$ cat src/rtl/mlp_pkg.sv
// mlp_pkg
// Shared constants and types for the MLP frame loader slice.
//   NUM_PIXELS : pixels per frame (28x28 image)
//   PIX_W      : incoming pixel width
//   Q_W        : quantized pixel width stored in the core's input RAM
//   ADDR_W     : input RAM address width
//   CLASS_W    : width of the predicted class index
//   loader_state_e : sequencer states of the frame loader
package mlp_pkg;

  localparam int NUM_PIXELS = 784;
  localparam int PIX_W      = 8;
  localparam int Q_W        = 4;
  localparam int ADDR_W     = 10;
  localparam int CLASS_W    = 4;

  typedef enum logic [2:0] {
    LOAD   = 3'd0,
    CRST   = 3'd1,
    CGAP   = 3'd2,
    CSTART = 3'd3,
    RUN    = 3'd4,
    REPORT = 3'd5
  } loader_state_e;

endpackage

$ cat src/rtl/pixel_quantizer.sv
// pixel_quantizer
// Combinational round-to-nearest reduction of an unsigned PIX_W pixel to Q_W
// bits, saturating at the top code.
//   pix : unsigned input pixel (PIX_W bits)
//   q   : quantized pixel (Q_W bits), q = min(2^Q_W-1, (pix + half) >> shift)
module pixel_quantizer
  import mlp_pkg::*;
(
  input  logic [PIX_W-1:0] pix,
  output logic [Q_W-1:0]   q
);

  localparam int SHIFT = PIX_W - Q_W;
  localparam logic [PIX_W:0] HALF = {{PIX_W{1'b0}}, 1'b1} << (SHIFT - 1);

  logic [PIX_W:0] sum;
  logic [Q_W:0]   scaled;

  // One extra bit of headroom so rounding the top pixels up does not wrap;
  // the carry bit then forces saturation to the largest code.
  assign sum    = {1'b0, pix} + HALF;
  assign scaled = sum[PIX_W:SHIFT];
  assign q      = scaled[Q_W] ? {Q_W{1'b1}} : scaled[Q_W-1:0];

endmodule

$ cat src/rtl/mlp_frame_loader.sv
// mlp_frame_loader
// Feeds one frame of pixels into the MLP core's input RAM, re-arms and starts
// the core, waits for its answer and hands the result downstream.
//   clk, reset        : clock, asynchronous active-low reset
//   pix_valid/ready   : pixel stream handshake; pix_data pixel, pix_last end
//   img_wen/waddr/wdata : input RAM write port (one write per accepted beat)
//   core_reset        : active-high core reset, held CORE_RST_CYC cycles
//   core_start        : one-cycle start pulse
//   core_done/class   : core completion level and predicted class
//   res_valid/ready   : result handshake; res_class, res_error payload
//   busy              : high whenever not accepting pixels
//   frame_cnt         : number of results delivered (wrapping)
module mlp_frame_loader
  import mlp_pkg::*;
#(
  parameter int CORE_RST_CYC = 2,
  parameter int TIMEOUT_CYC  = 262144
) (
  input  logic               clk,
  input  logic               reset,
  input  logic               pix_valid,
  input  logic [PIX_W-1:0]   pix_data,
  input  logic               pix_last,
  output logic               pix_ready,
  output logic               img_wen,
  output logic [ADDR_W-1:0]  img_waddr,
  output logic [Q_W-1:0]     img_wdata,
  output logic               core_reset,
  output logic               core_start,
  input  logic               core_done,
  input  logic [CLASS_W-1:0] core_class,
  output logic               res_valid,
  output logic [CLASS_W-1:0] res_class,
  output logic               res_error,
  input  logic               res_ready,
  output logic               busy,
  output logic [15:0]        frame_cnt
);

  localparam int RST_W = $clog2(CORE_RST_CYC) + 1;
  localparam int TMO_W = $clog2(TIMEOUT_CYC) + 1;

  localparam logic [ADDR_W-1:0] LAST_IDX = ADDR_W'(NUM_PIXELS - 1);
  localparam logic [RST_W-1:0]  RST_LAST = RST_W'(CORE_RST_CYC - 1);
  localparam logic [TMO_W-1:0]  TMO_LAST = TMO_W'(TIMEOUT_CYC - 1);

  loader_state_e state, state_next;

  logic [ADDR_W-1:0] pix_cnt;
  logic [RST_W-1:0]  rst_cnt;
  logic [TMO_W-1:0]  tmo_cnt;
  logic [Q_W-1:0]    q_pix;
  logic              accept;
  logic              beat_is_last;
  logic              frame_end_ok;
  logic              frame_end_err;
  logic              run_timeout;

  pixel_quantizer u_quant (
    .pix (pix_data),
    .q   (q_pix)
  );

  // A frame ends either cleanly (last flag exactly on the final index) or in
  // error (last flag early, or missing on the final index). Acceptance is
  // derived from the state directly so no combinational loop goes through
  // pix_ready.
  assign accept        = pix_valid && (state == LOAD);
  assign beat_is_last  = (pix_cnt == LAST_IDX);
  assign frame_end_ok  = accept && beat_is_last && pix_last;
  assign frame_end_err = accept && (beat_is_last != pix_last);

  // tmo_cnt holds the number of cycles elapsed since core_start, so hitting
  // TIMEOUT_CYC-1 in RUN puts the error result out exactly TIMEOUT_CYC
  // cycles after the start pulse.
  assign run_timeout = (tmo_cnt == TMO_LAST);

  // State register.
  always_ff @(posedge clk or negedge reset) begin
    if (!reset) begin
      state <= LOAD;
    end else begin
      state <= state_next;
    end
  end

  // Next-state and per-state control outputs. Core done takes priority over
  // the timeout when both land in the same RUN cycle.
  always_comb begin
    state_next = state;
    pix_ready  = 1'b0;
    core_reset = 1'b0;
    core_start = 1'b0;
    res_valid  = 1'b0;
    busy       = 1'b1;
    case (state)
      LOAD: begin
        pix_ready = 1'b1;
        busy      = 1'b0;
        if (frame_end_ok) begin
          state_next = CRST;
        end else if (frame_end_err) begin
          state_next = REPORT;
        end
      end
      CRST: begin
        core_reset = 1'b1;
        if (rst_cnt == RST_LAST) begin
          state_next = CGAP;
        end
      end
      CGAP: begin
        state_next = CSTART;
      end
      CSTART: begin
        core_start = 1'b1;
        state_next = RUN;
      end
      RUN: begin
        if (core_done || run_timeout) begin
          state_next = REPORT;
        end
      end
      REPORT: begin
        res_valid = 1'b1;
        if (res_ready) begin
          state_next = LOAD;
        end
      end
      default: begin
        state_next = LOAD;
      end
    endcase
  end

  // Datapath: RAM write pipeline, beat/reset/timeout counters, result
  // registers and the delivered-frame counter. pix_cnt is zeroed whenever
  // the loader is not loading, so every re-entry into LOAD starts at 0.
  always_ff @(posedge clk or negedge reset) begin
    if (!reset) begin
      img_wen   <= 1'b0;
      img_waddr <= '0;
      img_wdata <= '0;
      pix_cnt   <= '0;
      rst_cnt   <= '0;
      tmo_cnt   <= '0;
      res_class <= '0;
      res_error <= 1'b0;
      frame_cnt <= '0;
    end else begin
      img_wen <= accept;
      if (accept) begin
        img_waddr <= pix_cnt;
        img_wdata <= q_pix;
      end

      if ((state != LOAD) || frame_end_ok || frame_end_err) begin
        pix_cnt <= '0;
      end else if (accept) begin
        pix_cnt <= pix_cnt + ADDR_W'(1);
      end

      rst_cnt <= (state == CRST) ? rst_cnt + RST_W'(1) : '0;
      tmo_cnt <= ((state == CSTART) || (state == RUN)) ? tmo_cnt + TMO_W'(1) : '0;

      if (frame_end_err) begin
        res_class <= '0;
        res_error <= 1'b1;
      end else if (state == RUN) begin
        if (core_done) begin
          res_class <= core_class;
          res_error <= 1'b0;
        end else if (run_timeout) begin
          res_class <= '0;
          res_error <= 1'b1;
        end
      end else if ((state == REPORT) && res_ready) begin
        res_class <= '0;
        res_error <= 1'b0;
        frame_cnt <= frame_cnt + 16'd1;
      end
    end
  end

endmodule

$ cat config.mk
export PLATFORM = sky130hd
export DESIGN_NAME = mlp_frame_loader
export DESIGN_NICKNAME = d
export VERILOG_FILES = /design/src/rtl/mlp_pkg.sv /design/src/rtl/pixel_quantizer.sv /design/src/rtl/mlp_frame_loader.sv
export SDC_FILE = /design/constraint.sdc
export NUM_CORES = 1
export LEC_CHECK = 0
export CELL_PAD_IN_SITES_DETAIL_PLACEMENT = 0
export CELL_PAD_IN_SITES_GLOBAL_PLACEMENT = 1
export CORE_UTILIZATION = 43
export DETAILED_ROUTE_END_ITERATION = 8
export PLACE_DENSITY = 0.84
export SETUP_SLACK_MARGIN = 0.4
export SYNTH_ARGS = -nofsm -noshare
export SYNTH_HDL_FRONTEND = slang
export SYNTH_HIERARCHICAL = 1
export SYNTH_SLANG_ARGS = --single-unit
$ cat constraint.sdc
create_clock -name clk -period 3.4 [get_ports clk]
set_input_delay 0.68 -clock clk [delete_from_list [all_inputs] [get_ports clk]]
set_output_delay 0.68 -clock clk [all_outputs]
set_load 0.05 [all_outputs]
**Word level (Yosys, flattened, before mapping)**

Index checks and enable logic that the tools add are counted.

- $add $sub $neg: 5
- Equality and inequality tests: 14
- Mux-type cells: 26
- Bitwise gates (word level): 2
- Reductions and logical operators: 16

Operators with widths:

| kind | number |
|---|---|
| 4-bit two-way mux | 6 |
| 10-bit two-way mux | 2 |
| 19-bit by 1-bit adder with 19-bit output, second input constant | 1 |
| 19-bit by 18-bit equality test with 1-bit output, second input constant | 1 |
| 19-bit two-way mux | 1 |
| 3-bit case mux with 6 select lines | 1 |
| 16-bit by 1-bit adder with 16-bit output, second input constant | 1 |
| 3-bit two-way mux | 5 |
| 10-bit by 1-bit adder with 10-bit output, second input constant | 1 |
| 10-bit equality test, second input constant | 1 |
| 1-bit two-way mux | 10 |
| 8-bit by 4-bit adder with 9-bit output, second input constant | 1 |
| 3-bit by 2-bit equality test with 1-bit output, second input constant | 2 |
| 3-bit equality test, second input constant | 2 |
| 2-bit inequality test, second input constant | 3 |
| 3-bit nonzero test | 2 |
| 1-bit logical AND | 5 |
| 1-bit logical OR | 4 |
| 4-bit inequality test, second input constant | 1 |
| 4-bit AND reduction | 1 |
| 3-bit by 1-bit equality test with 1-bit output, second input constant | 1 |
| 3-bit logical NOT | 1 |
| 3-bit inequality test, second input constant | 1 |
| 3-bit AND reduction | 1 |
| other kinds (7) | 8 |

- Register bits after elaboration: 70
- Output and inout port bits: 41
- Logic and storage cells: 73

**Longest topological paths before layout**

Gate-level depths: netlist (run 1).

- Depth in word-level cells: 7
- Gate-level depth with buffers: 8
- Gate-level depth less buffers: 7

**Modules after synthesis**

The synthesis (run 1) kept the hierarchy.

Modules (own cells, without submodules):

| module | instances | cells an instance | area an instance (µm²) | seq. area each (µm²) |
|---|---|---|---|---|
| mlp_frame_loader | 1 | 322 | 3169.3 | 1751.7 |
| pixel_quantizer | 1 | 13 | 97.6 | 0.0 |

**Worst setup path after synthesis (run 1)**

No wires, ideal clock.

- Path type: reg-to-reg
- From: reg state[1]
- To: reg pix_cnt[5]
- Data arrival time: 2.303 ns
- Slack: 0.966 ns
- Stages on the path, launching flop included: 9
- Path buffers: 1
- Clock period less this slack: 2.434 ns
- Path through: dfrtp_1 > buf_2 > nor3_2 > nand2_1 > inv_1 > and4_1 > nand3_1 > xor2_1 > nor2_1

- Word-level cells in the longest chain between the ends: 7

RTL lines:

| what | line | RTL |
|---|---|---|
| from (decl) | mlp_frame_loader.sv:47 | `loader_state_e state, state_next;` |
| from (signal assigned) | mlp_frame_loader.sv:83 | `state <= state_next;` |
| 3-bit logical NOT | mlp_frame_loader.sv:68 | `assign accept = pix_valid && (state == LOAD);` |
| 1-bit logical AND | mlp_frame_loader.sv:68 |  |
| 1-bit logical AND (2 in a row) | mlp_frame_loader.sv:70 | `assign frame_end_ok = accept && beat_is_last && pix_last;` |
| 1-bit logical OR (2 in a row) | mlp_frame_loader.sv:157 | `if ((state != LOAD) \|\| frame_end_ok \|\| frame_end_err) begin` |
| 10-bit two-way mux or 2-bit nonzero test (tied branches) | -- |  |
| to (signal assigned) | mlp_frame_loader.sv:160 | `pix_cnt <= pix_cnt + ADDR_W'(1);` |
| to (decl) | mlp_frame_loader.sv:49 | `logic [ADDR_W-1:0] pix_cnt;` |

Parallel ways exist; a longest one is shown, timed or not.
A chain may end at the register's enable or synchronous reset.

**Worst setup path in the final report (run 1)**

- From: reg state[1]
- To: out pix_ready

- Word-level cells in the longest chain between the ends: 2

RTL lines:

| what | line | RTL |
|---|---|---|
| 3-bit logical NOT | mlp_frame_loader.sv:96 | `case (state)` |
| 1-bit two-way mux | mlp_frame_loader.sv:96 |  |
| to (decl) | mlp_frame_loader.sv:24 | `output logic pix_ready,` |

Every way passes these cells.

==> results of run 1 <==
[area by class of cell]
type | count | area share [%]
well taps | 99 | 3.02
repair buffers | 60 | 14.3
clock buffers | 10 | 3.35
inverters | 7 | 0.640
multi-input cells | 248 | 35.2
clock inverters | 5 | 0.884
flip-flops and latches | 70 | 42.7
[stage by stage]
step / hold WS [ps] / setup slack (ps) / area (sq um) / utilization [%] / total power (W)
after floorplan: 384 / 966 / 3270 / - / 0.00176
after global placement: 421 / 843 / 3930 / 53.9 / 0.00210
after detailed placement: 432 / 819 / 3930 / 53.9 / 0.00212
after CTS: 449 / 446 / 4100 / 56.3 / 0.00272
after global routing: 492 / 556 / 4110 / 56.3 / 0.00283
final: 449 / 647 / 4110 / 56.3 / 0.00268
[worst max path at each step]
| stage | endpoint | slack, ps | startpoint | cells past startpoint |
|---|---|---|---|---|
| detailed placement | core_reset | 820 | state[0]$_DFFE_PN0P_ | 3 |
| CTS | core_reset | 450 | state[0]$_DFFE_PN0P_ | 3 |
| floorplan | pix_cnt[5]$_DFFE_PN0P_ | 970 | state[1]$_DFFE_PN0P_ | 8 |
| global placement | core_reset | 840 | state[0]$_DFFE_PN0P_ | 3 |
| finish | pix_ready | 650 | state[1]$_DFFE_PN0P_ | 2 |
| global route | pix_ready | 560 | state[1]$_DFFE_PN0P_ | 2 |
[metal layers]
metal,GRT usage (%),up-vias
met4,7.79,0
met2,28.6,47
met5,0,-
met3,4.25,10
li1,-,1238
met1,22.9,1184
[flip-flops by register name, indices dropped and copies added, names as in the netlist]
signal and flops:
img_wen 1, state 3, res_error 1, img_waddr 10
frame_cnt 16, pix_cnt 10, img_wdata 4, tmo_cnt 19
rst_cnt 2, res_class 4
[critical path, cell delays in order (launching register included)]
cell and delay, ps:
dfrtp_1 490, nor3_2 370, clkdlybuf4s50_1 880
[where the power goes]
part	internal (W)	total, W	switching [W]	leakage [nW]
clock	0.000280	0.000595	0.000314	0.0804
sequential	0.000938	0.00104	0.000107	0.955
combinational	0.000364	0.00104	0.000679	0.799
total	0.00158	0.00268	0.00110	1.83
[layout by cell type, fill, tap and decap left out, types with 2 or more instances in the layout]
master and instances:
nand4_1 10, nor2b_1 2, nand3_2 3, or3_1 2, a22oi_1 2, nand3_1 17, mux2_4 2, clkdlybuf4s50_1 53
clkbuf_8 10, nor2_1 45, xnor2_1 20, and2_1 2, nor3_1 5, xor2_1 22, nand2_1 67, dfrtp_1 70
inv_1 7, o21ai_0 7, and4_1 3, nand3b_1 2, clkinvlp_4 3, nand2b_1 2, a21oi_1 7, ha_1 5
and3_1 6, buf_4 5, a31oi_1 3
[cell families after synthesis]
logic type / after synthesis
AOI/OAI and AO/OA: 25
xor gates and xnor gates: 42
adders and majority gates: 5
buffers and inverters: 17
DFF: 70
muxes: 3
and+or+nand+nor: 173
[repair_timing]
item / 4_1_cts / 5_1_grt
hold buffers: 0 / 0
endpoints found under the hold margin: 0 / 0
resized for setup: 0 / 1
setup endpoints to repair: 0 / 1
==> results.md, run 1 <==
- Worst r2r src: tmo_cnt[0]$_DFF_PN0_
- Vias/cell: 4.97
- Max Used Layer: met4
- Routed wl met2: around 3 mm
- DP Cell Count: approximately 480
- DP HPWL: around 4.4 mm
- Initial drt markers: just under 80
- Area Overhead vs Synth: 25.7%
- Synth Register Bits: 70
- RSZ-0062 raised after global routing: no
- First drt pass iteration count: 4
- Hold EP: rst_cnt[0]$_DFF_PN0_
- Hold Path Class: flop to flop
- CP max FO: 9
- Complex-gate fraction of the synthesized area: under 10%
- Mux cell area share after synthesis: 1.26%
- CTS tree: built
- M1 wire length: between 3 and 4 mm
- CP required: approximately 2700 ps
- Multi-input logic area: 1450 sq um
- Largest net degree at the start of global routing: 71
- Vias: 2,479
- Max_cap viols: 0
- Die ar.: 7950 sq um
- Synth async-reset ratio: 100%
- Max Clock Freq: ~360 MHz
- Pwr dens: 653 nW/um^2
- Main synth FF type: dfrtp_1
- Die W: about 89 um
- Num Clock Sinks: 70
- H-Tree Depth: 3
- Inserted Diodes: 0
- Register Area: 1750 sq um
- Post-synthesis sequential area ratio: a little over half
- Top-area cell type share of the netlist area: between 50% and 60%
- Layout cells sized above 1: approximately 8%
- Hold Crit Depth: 1
- Yosys top cell by area: dfrtp_1
- FILL cells: just under 700
- Syn_area_per_cell: 9.75 sq um
- Largest cells by area after synthesis: dfrtp_1 (54%), nand2_1 (7.7%), xor2_1 (5.9%)
- Final slew viol count: 0
- Critical path endpoint category: output pin
- FF-to-FF End: state[2]$_DFFE_PN0P_
- Hold path startpoint: rst_cnt[0]$_DFF_PN0_
- Syn Std Cell Area: between 3000 and 4000 sq um
- Post-synth EDFFs: 0
- Critical Path AT: 2070 ps
- Routed len/inst: about 13 um
- VDD IR max: roughly 0.49 mV
- Worst skew pair latency: approximately 340 ps
- Mapped Nets: around 360
- Simple-Gate Fraction of Synth Area: between 20 and 30%
- Final period utilization: 81.0%
- Antenna violations before repair: 0
- Initial Util: roughly 45%
- Number of setup buffers added after CTS: 0
- Top cell types by occurrence after synthesis: dfrtp_1 (70), nand2_1 (67), nor2_1 (45)
- IO buf count: 55
- Inserted Clock Buffers: 9
- CTS root buf: clkbuf_8
- Reg2Reg Depth: 6
- Cell Count, Final, Fillers Out: about 500
- Total GRT Usage: between 15 and 20%
- Hold Fails Final Rpt: 0
- DRC: 0
- Startpoint Class: flop
- Post-synthesis cell count: about 340
- IO Pins: 59
- Rows: 31
- Crit Path Class: flop to output pin
- Aggregate global routing overflow: 0
- Relative slew slack: between 40% and 50%
- Count of cell types in the netlist: just over 40
- Clock Tree Buf Depth: 2
- Largest family of logic cells by synthesized area: simple AND/OR/NAND/NOR gates
- First-pass GRT wire length: 10.7 mm
- Nets: approximately 420
- Worst-Margin Slew: just under 900 ps
- Most frequent cell after synthesis: dfrtp_1
- Synth Warn #: 6
- Layout Skew: 9.92 ps
- TNS Setup: 0 ps
- Die Y: around 89 um
- Final setup viols: 0
- Outcome: finished, final reports clean
- CTS clk-pin slew, worst paths: 80 ps
- Final ANT Viol Nets: 0
- Metal3 WL: roughly 310 um
- Leak: 1.83 nW
- Fin crit period: around 2800 ps
- Vias in the first global route: around 2,400
- Adder-cell share of the synthesized area: under 10%
- Total wire length: about 6.4 mm
- R2R setup slack: between 1000 and 1500 ps
- Core area: roughly 7300 sq um
- Routability congestion estimate: approximately 0.75
- Synth Area in XOR/XNOR: about 11%
(Power assumes the default switching activity.)
==> run 2: changes to the inputs <==
--- a/config.mk
+++ b/config.mk
@@ -7,9 +7,9 @@
 export LEC_CHECK = 0
 export CELL_PAD_IN_SITES_DETAIL_PLACEMENT = 0
 export CELL_PAD_IN_SITES_GLOBAL_PLACEMENT = 1
-export CORE_UTILIZATION = 43
+export CORE_UTILIZATION = 36
 export DETAILED_ROUTE_END_ITERATION = 8
-export PLACE_DENSITY = 0.84
+export PLACE_DENSITY = 0.75
 export SETUP_SLACK_MARGIN = 0.4
 export SYNTH_ARGS = -nofsm -noshare
 export SYNTH_HDL_FRONTEND = slang
==> constraint.sdc (replaced) <==
create_clock -name clk -period 2.53 [get_ports clk]
set_input_delay 0.506 -clock clk [delete_from_list [all_inputs] [get_ports clk]]
set_output_delay 0.506 -clock clk [all_outputs]
set_load 0.05 [all_outputs]
==> run 2 against run 1 <==
Effect of this change: design area rose by 3.4%; worst hold slack got worse by 280 ps; via count fell by 0.16%; critical path depth fell by 1; count of clock-buffer cells in the layout fell by 1; combinational power rose by 44%; non-clock buffer count rose by 8; setup slack got worse by 210 ps; sequential cell count did not move; largest cell class unchanged.
==> results.md, run 2 (synthesis results as in run 1) <==
- Fin crit period: roughly 2100 ps
- Worst skew pair latency: 340 ps (about the same)
- Max Clock Freq: ~480 MHz
- Nets: 427 (+1.9%)
- CP Buf/Inv Count: 1 (unchanged)
- R2R setup slack: 480 ps (-730 ps)
- Core area: 8760 sq um (+20%)
- RSZ-0062 raised after global routing: yes
- Hold Path Class: input pin to asynchronous set/reset pin
- CP max stage cell: clkdlybuf4s50_1
- Rows: 34 (+9.7%)
- Critical Path AT: 1590 ps (-480 ps)
- Layout Skew: 11.0 ps (+1.05 ps)
- CP peak stage delay: 830 ps (-50 ps)
- Outcome: finished, final reports clean
- Initial drt markers: 82 (+3.8%)
- Reg power frac: 36.9% (-2.0 points)
- DP HPWL: 4.46 mm (+1.0%)
- Routed len/inst: 12.9 um (+0.11%)
- IO buf count: 55 (unchanged)
- Hold Fails Final Rpt: 0 (unchanged)
- Final period utilization: between 80% and 90%
- VDD IR max: 0.608 mV (+24%)
- Largest delay share family, worst path: buffers and inverters
- Worst-Margin Slew: 537 ps (-339 ps)
- Most frequent cells in the layout: nand2_1 (67), dfrtp_1 (67), nor2_1 (45)
- Switching Fraction: 40.2% (-0.79 points)
- Inserted Clock Buffers: 9 (unchanged)
- Largest net degree at the start of global routing: 71 (unchanged)
- Max_cap viols: 0 (unchanged)
- Critical path endpoint category: output pin
- FF-to-FF End: state[2]$_DFFE_PN0P_
- Die W: 97.3 um (+9.1%)
- CTS clk-pin slew, worst paths: 80 ps (about the same)
- First drt pass iteration count: 4 (unchanged)
- Crit Path Class: flop to output pin
- Max reg flops: 19 (unchanged)
- Vias: 2,475 (-0.16%)
- Aggregate global routing overflow: 0 (unchanged)
- P_sw: 0.00153 W (+39%)
- Final ANT Viol Nets: 0 (unchanged)
- Area Overhead vs Synth: 30.0%
- CTS root buf: clkbuf_8
- IO Pins: 59 (unchanged)
- Total GRT Usage: 15.0% (-2.7 points)
- Vias/cell: 4.79 (-3.6%)
- TNS Setup: 0 ps (unchanged)
- Worst r2r src: tmo_cnt[0]$_DFF_PN0_
- Vias in the first global route: 2,425 (+2.4%)
- Total wire length: 6.67 mm (+3.7%)
- Inserted Diodes: 0 (unchanged)
- H-Tree Depth: 3 (unchanged)
- Initial Util: 37.3% (-7.5 points)
- Leak: 2.00 nW (+8.8%)
- First-pass GRT wire length: 11.4 mm (+6.6%)
- Final setup viols: 0 (unchanged)
- Relative slew slack: 63.9% (+22 points)
- CP Cell Sequence: clkdlybuf4s50_1
- Final slew viol count: 0 (unchanged)
- Clock group share of total power: 23.6% (+1.4 points)
- Num Clock Sinks: 70 (unchanged)
- CTS Hold Buffers Added: 0 (unchanged)
- Routability congestion estimate: 0.753 (+0.11%)
- Antenna violations before repair: 0 (unchanged)
- WHS: 173 ps (-276 ps)
- Combinational share of power: 39.5% (+0.6 points)
- Largest regs: tmo_cnt (19), frame_cnt (16)
- Top reg by flops: tmo_cnt
- DRC: 0 (unchanged)
- CP max FO: 4 (-5)
- Reg2Reg Depth: 6 (unchanged)
- CP required: 2020 ps (-700 ps)
- Internal: 0.00227 W (+43%)
- Die ar.: 9460 sq um (+19%)
- Layout cells sized above 1: 12.2% (+4.2 points)
- Pwr dens: 894 nW/um^2 (+37%)
- Clock Tree Buf Depth: 2 (unchanged)
- Die Y: 97.3 um (+9.1%)
- CTS tree: built
- Startpoint Class: flop
run 2: cell count changes in the layout (fill, tap and decap cells not counted), moves of 2 or more:
cell             delta
clkdlybuf4s50_1    -11
buf_4               +8
dlymetal6s2s_1      +4
clkdlybuf4s15_2     +3
dfrtp_1             -3
dfrtp_2             +3
buf_12              +2
clkinvlp_4          -2
dlygate4sd2_1       +2
run 2: metal layers:
layer	track usage [%]	share of wire [%]	wire length [um]
met5	0	0	0
met4	6.22	1.5	102
met3	3.74	4.2	280
met2	23.0	44	2920
met1	20.3	51	3370
run 2: metrics by stage:
stage               power [W]  worst slack, ps  util [%]  cell area (sq um)  cells
CTS                   0.00382              405      48.2               4220    515
detailed placement    0.00289              353      45.5               3990    496
floorplan             0.00238              406         -               3270    335
global route          0.00402              387      48.5               4250    517
global placement      0.00288              374      45.5               3990    496
finish                0.00380              433      48.5               4250    517
run 2: worst max-delay path by stage:
stage / from / end / slack (ps) / cells after the start
4_1_cts: state[2]$_DFFE_PN0P_ / core_reset / 410 / 3
3_5_place_dp: state[2]$_DFFE_PN0P_ / pix_ready / 350 / 2
2_1_floorplan: state[0]$_DFFE_PN0P_ / pix_cnt[5]$_DFFE_PN0P_ / 410 / 8
6_report: frame_cnt[6]$_DFFE_PN0P_ / frame_cnt[6] / 430 / 1
3_3_place_gp: state[2]$_DFFE_PN0P_ / pix_ready / 370 / 2
5_1_grt: state[0]$_DFFE_PN0P_ / core_reset / 390 / 3
run 2: final cells by class:
cell class                 count  area, sq um
fill                         827         4520
sequential                    70         1760
multi-input combinational    248         1460
timing repair buffer          68          677
tap                          108          135
clock buffer                   9          124
clock inverter                 7         73.8
inverter                       7         26.3
run 2: what timing repair did:
| action | 4_1_cts | 5_1_grt |
|---|---|---|
| cloned | 0 | 0 |
| gates resized for setup | 15 | 5 |
| buffers inserted | 3 | 2 |
| pin swaps | 0 | 0 |
| setup endpoints to repair | 7 | 7 |
run 2: power by group through the flow:
stage / combinational, W / sequential, W / clock [W]
global placement: 0.00145 / 0.00143 / 0
floorplan: 0.000681 / 0.00170 / 0
global route: 0.00162 / 0.00142 / 0.000984
detailed placement: 0.00146 / 0.00143 / 0
CTS: 0.00148 / 0.00141 / 0.000932
finish: 0.00150 / 0.00140 / 0.000897
==> run 3: changes to the inputs <==
--- a/config.mk
+++ b/config.mk
@@ -7,9 +7,9 @@
 export LEC_CHECK = 0
 export CELL_PAD_IN_SITES_DETAIL_PLACEMENT = 0
 export CELL_PAD_IN_SITES_GLOBAL_PLACEMENT = 1
-export CORE_UTILIZATION = 36
+export CORE_UTILIZATION = 40
 export DETAILED_ROUTE_END_ITERATION = 8
-export PLACE_DENSITY = 0.75
+export PLACE_DENSITY = 0.79
 export SETUP_SLACK_MARGIN = 0.4
 export SYNTH_ARGS = -nofsm -noshare
 export SYNTH_HDL_FRONTEND = slang
==> constraint.sdc (replaced) <==
create_clock -name clk -period 2 [get_ports clk]
set_input_delay 0.4 -clock clk [delete_from_list [all_inputs] [get_ports clk]]
set_output_delay 0.4 -clock clk [all_outputs]
set_load 0.05 [all_outputs]
==> run 3 against run 2 <==
Effect of this change: setup slack worse by 300 ps; highest routed layer unchanged; sequential share of layout area down 4.5 points; design area up 13%; cell count up 4.4%; non-clock buffer count up 29; largest cell class unchanged.
==> results.md, run 3 (synthesis results as in run 1) <==
- Most common cell after layout, fill and taps aside: nand2_1
- Layout cells sized above 1: 35.6% (+23 points)
- Pwr dens: 1130 nW/um^2 (+26%)
- Placed cell area: 4110 sq um (+3.0%)
- FF-to-FF End: state[2]$_DFFE_PN0P_
- IO buf count: 55 (unchanged)
- Relative slew slack: 72.4% (+8.5 points)
- Critical path endpoint category: flop
- Die ar.: 8530 sq um (-9.8%)
- FILL cells: 646 (-22%)
- DP HPWL: 4.68 mm (+5.0%)
- Max_cap viols: 0 (unchanged)
- Nets: 456 (+6.8%)
- TNS Setup: 0 ps (unchanged)
- Die W: 92.4 um (-5.0%)
- Inserted Diodes: 0 (unchanged)
- RSZ-0062 raised after global routing: yes
- DP Cell Count: 497 (+0.20%)
- Total wire length: 7.31 mm (+9.7%)
- Crit Path Class: flop to flop
- Rows: 32 (-5.9%)
- Vias/cell: 4.96 (+3.7%)
- Routability congestion estimate: 0.722 (-4.1%)
- Stages on the worst setup path: 5 (+4)
- First drt pass iteration count: 4 (unchanged)
- Final slew viol count: 0 (unchanged)
- Aggregate global routing overflow: 0 (unchanged)
- Final period utilization: 93.5%
- Worst setup path end: state[2]$_DFFE_PN0P_
- R2R setup slack: 130 ps (-350 ps)
- Vias: 2,680 (+8.3%)
- Post-route cell area: 4780 sq um (+13%)
- CP max FO: 4 (unchanged)
- H-Tree Depth: 3 (unchanged)
- CP Buf/Inv Count: 0 (-1)
- Inserted Clock Buffers: 9 (unchanged)
- Core area: 7810 sq um (-11%)
- Final ANT Viol Nets: 0 (unchanged)
- Vias in the first global route: 2,646 (+9.1%)
- Layout Skew: 10.4 ps (-0.569 ps)
- Initial Util: 41.8% (+4.6 points)
- VDD IR max: 1.12 mV (+84%)
- Top reg by flops: tmo_cnt
- First-pass GRT wire length: 12.3 mm (+7.7%)
- Hold Path Class: input pin to asynchronous set/reset pin
- Total GRT Usage: 18.4% (+3.4 points)
- Worst skew pair latency: 350 ps (about the same)
- Hold Fails Final Rpt: 0 (unchanged)
- CTS tree: built
- Startpoint Class: flop
- CTS clk-pin slew, worst paths: 80 ps (about the same)
- Most frequent cells in the layout: nand2_1 (64), dfrtp_1 (63), nor2_1 (31)
- CP Cell Sequence: nand3_1 -> or3_4 -> o31a_1 -> nand3b_4 -> mux2_4
- Num Clock Sinks: 70 (unchanged)
- Leak: 2.14 nW (+7.3%)
- Clock Tree Buf Depth: 2 (unchanged)
- Setup WS pre-CTS: -4.27 ps (-357 ps)
- DRC: 0 (unchanged)
- Worst r2r src: tmo_cnt[7]$_DFF_PN0_
- Critical Path AT: 2100 ps (+510 ps)
- IO Pins: 59 (unchanged)
- Largest net degree at the start of global routing: 71 (unchanged)
- Reg2Reg Depth: 5 (-1)
- Worst-Margin Slew: 408 ps (-129 ps)
- Multi-input logic area: 1670 sq um (+15%)
- WHS: 64.1 ps (-109 ps)
- Fin crit period: ~1900 ps
- Die Y: 92.4 um (-5.0%)
- CP required: 2230 ps (+210 ps)
- Max reg flops: 19 (unchanged)
- CP peak stage delay: 420 ps (-410 ps)
- Antenna violations before repair: 0 (unchanged)
- CP max stage cell: or3_4
- Final setup viols: 0 (unchanged)
- Largest regs: tmo_cnt (19), frame_cnt (16)
- Final WS setup: 130 ps (-303 ps)
- Largest delay share family, worst path: simple AND/OR/NAND/NOR gates
- Max Clock Freq: about 530 MHz
- Outcome: finished, final reports clean
- Area Overhead vs Synth: 46.3%
- Worst setup path start: tmo_cnt[7]$_DFF_PN0_
- Cell Count, Final, Fillers Out: 540 (+4.4%)
- Initial drt markers: 111 (+35%)
- Routed len/inst: 13.5 um (+5.0%)
- Register Area: 1760 sq um (+0.29%)
- CTS root buf: clkbuf_8
run 3: area by class of cell:
type | instances | area share [%]
sequential | 70 | 36.8
multi-input combinational | 248 | 34.9
timing repair buffer | 97 | 20.4
clock buffer | 10 | 2.67
tap | 102 | 2.67
clock inverter | 6 | 1.81
inverter | 7 | 0.707
run 3: worst reg2reg max path: stages (launching register included):
cell	delay, ps
dfrtp_1	410
nand3_1	180
or3_4	420
o31a_1	270
nand3b_4	170
mux2_4	300
run 3: layer usage:
metal  track usage, %  wire length (um)  vias to the layer above
li1                 -                 -                     1318
met2             30.4              3600                       61
met1             23.9              3260                     1291
met4             6.12                96                        0
met5                0                 0                        -
met3             4.35               347                       10
run 3: worst min path at each step:
stage                               from                        to  cells past startpoint
finish                             reset  frame_cnt[9]$_DFFE_PN0P_                      2
detailed placement  rst_cnt[0]$_DFF_PN0_      rst_cnt[0]$_DFF_PN0_                      1
global placement    rst_cnt[0]$_DFF_PN0_      rst_cnt[0]$_DFF_PN0_                      1
CTS                                reset  frame_cnt[8]$_DFFE_PN0P_                      2
global route                       reset  frame_cnt[9]$_DFFE_PN0P_                      2
floorplan                          reset  frame_cnt[0]$_DFFE_PN0P_                      0
run 3: report_power, final:
group	internal [W]	total, W	leakage, nW	switching, W
clock	0.000700	0.00123	0.106	0.000531
sequential	0.00160	0.00178	0.946	0.000172
combinational	0.000981	0.00239	1.09	0.00141
run 3: per-stage QoR:
step                      util [%]  total power [W]
after floorplan                  -          0.00312
after global placement        52.6          0.00377
after detailed placement      52.6          0.00382
after CTS                     59.6          0.00536
after global routing          61.2          0.00568
final                         61.2          0.00540
run 3: timing repair:
item                                    in CTS  in global routing
pin swaps                                   21                 12
setup buffers                               19                  8
hold buffers                                 0                  0
endpoints found under the setup margin      69                 53
resized for setup                          140                 32
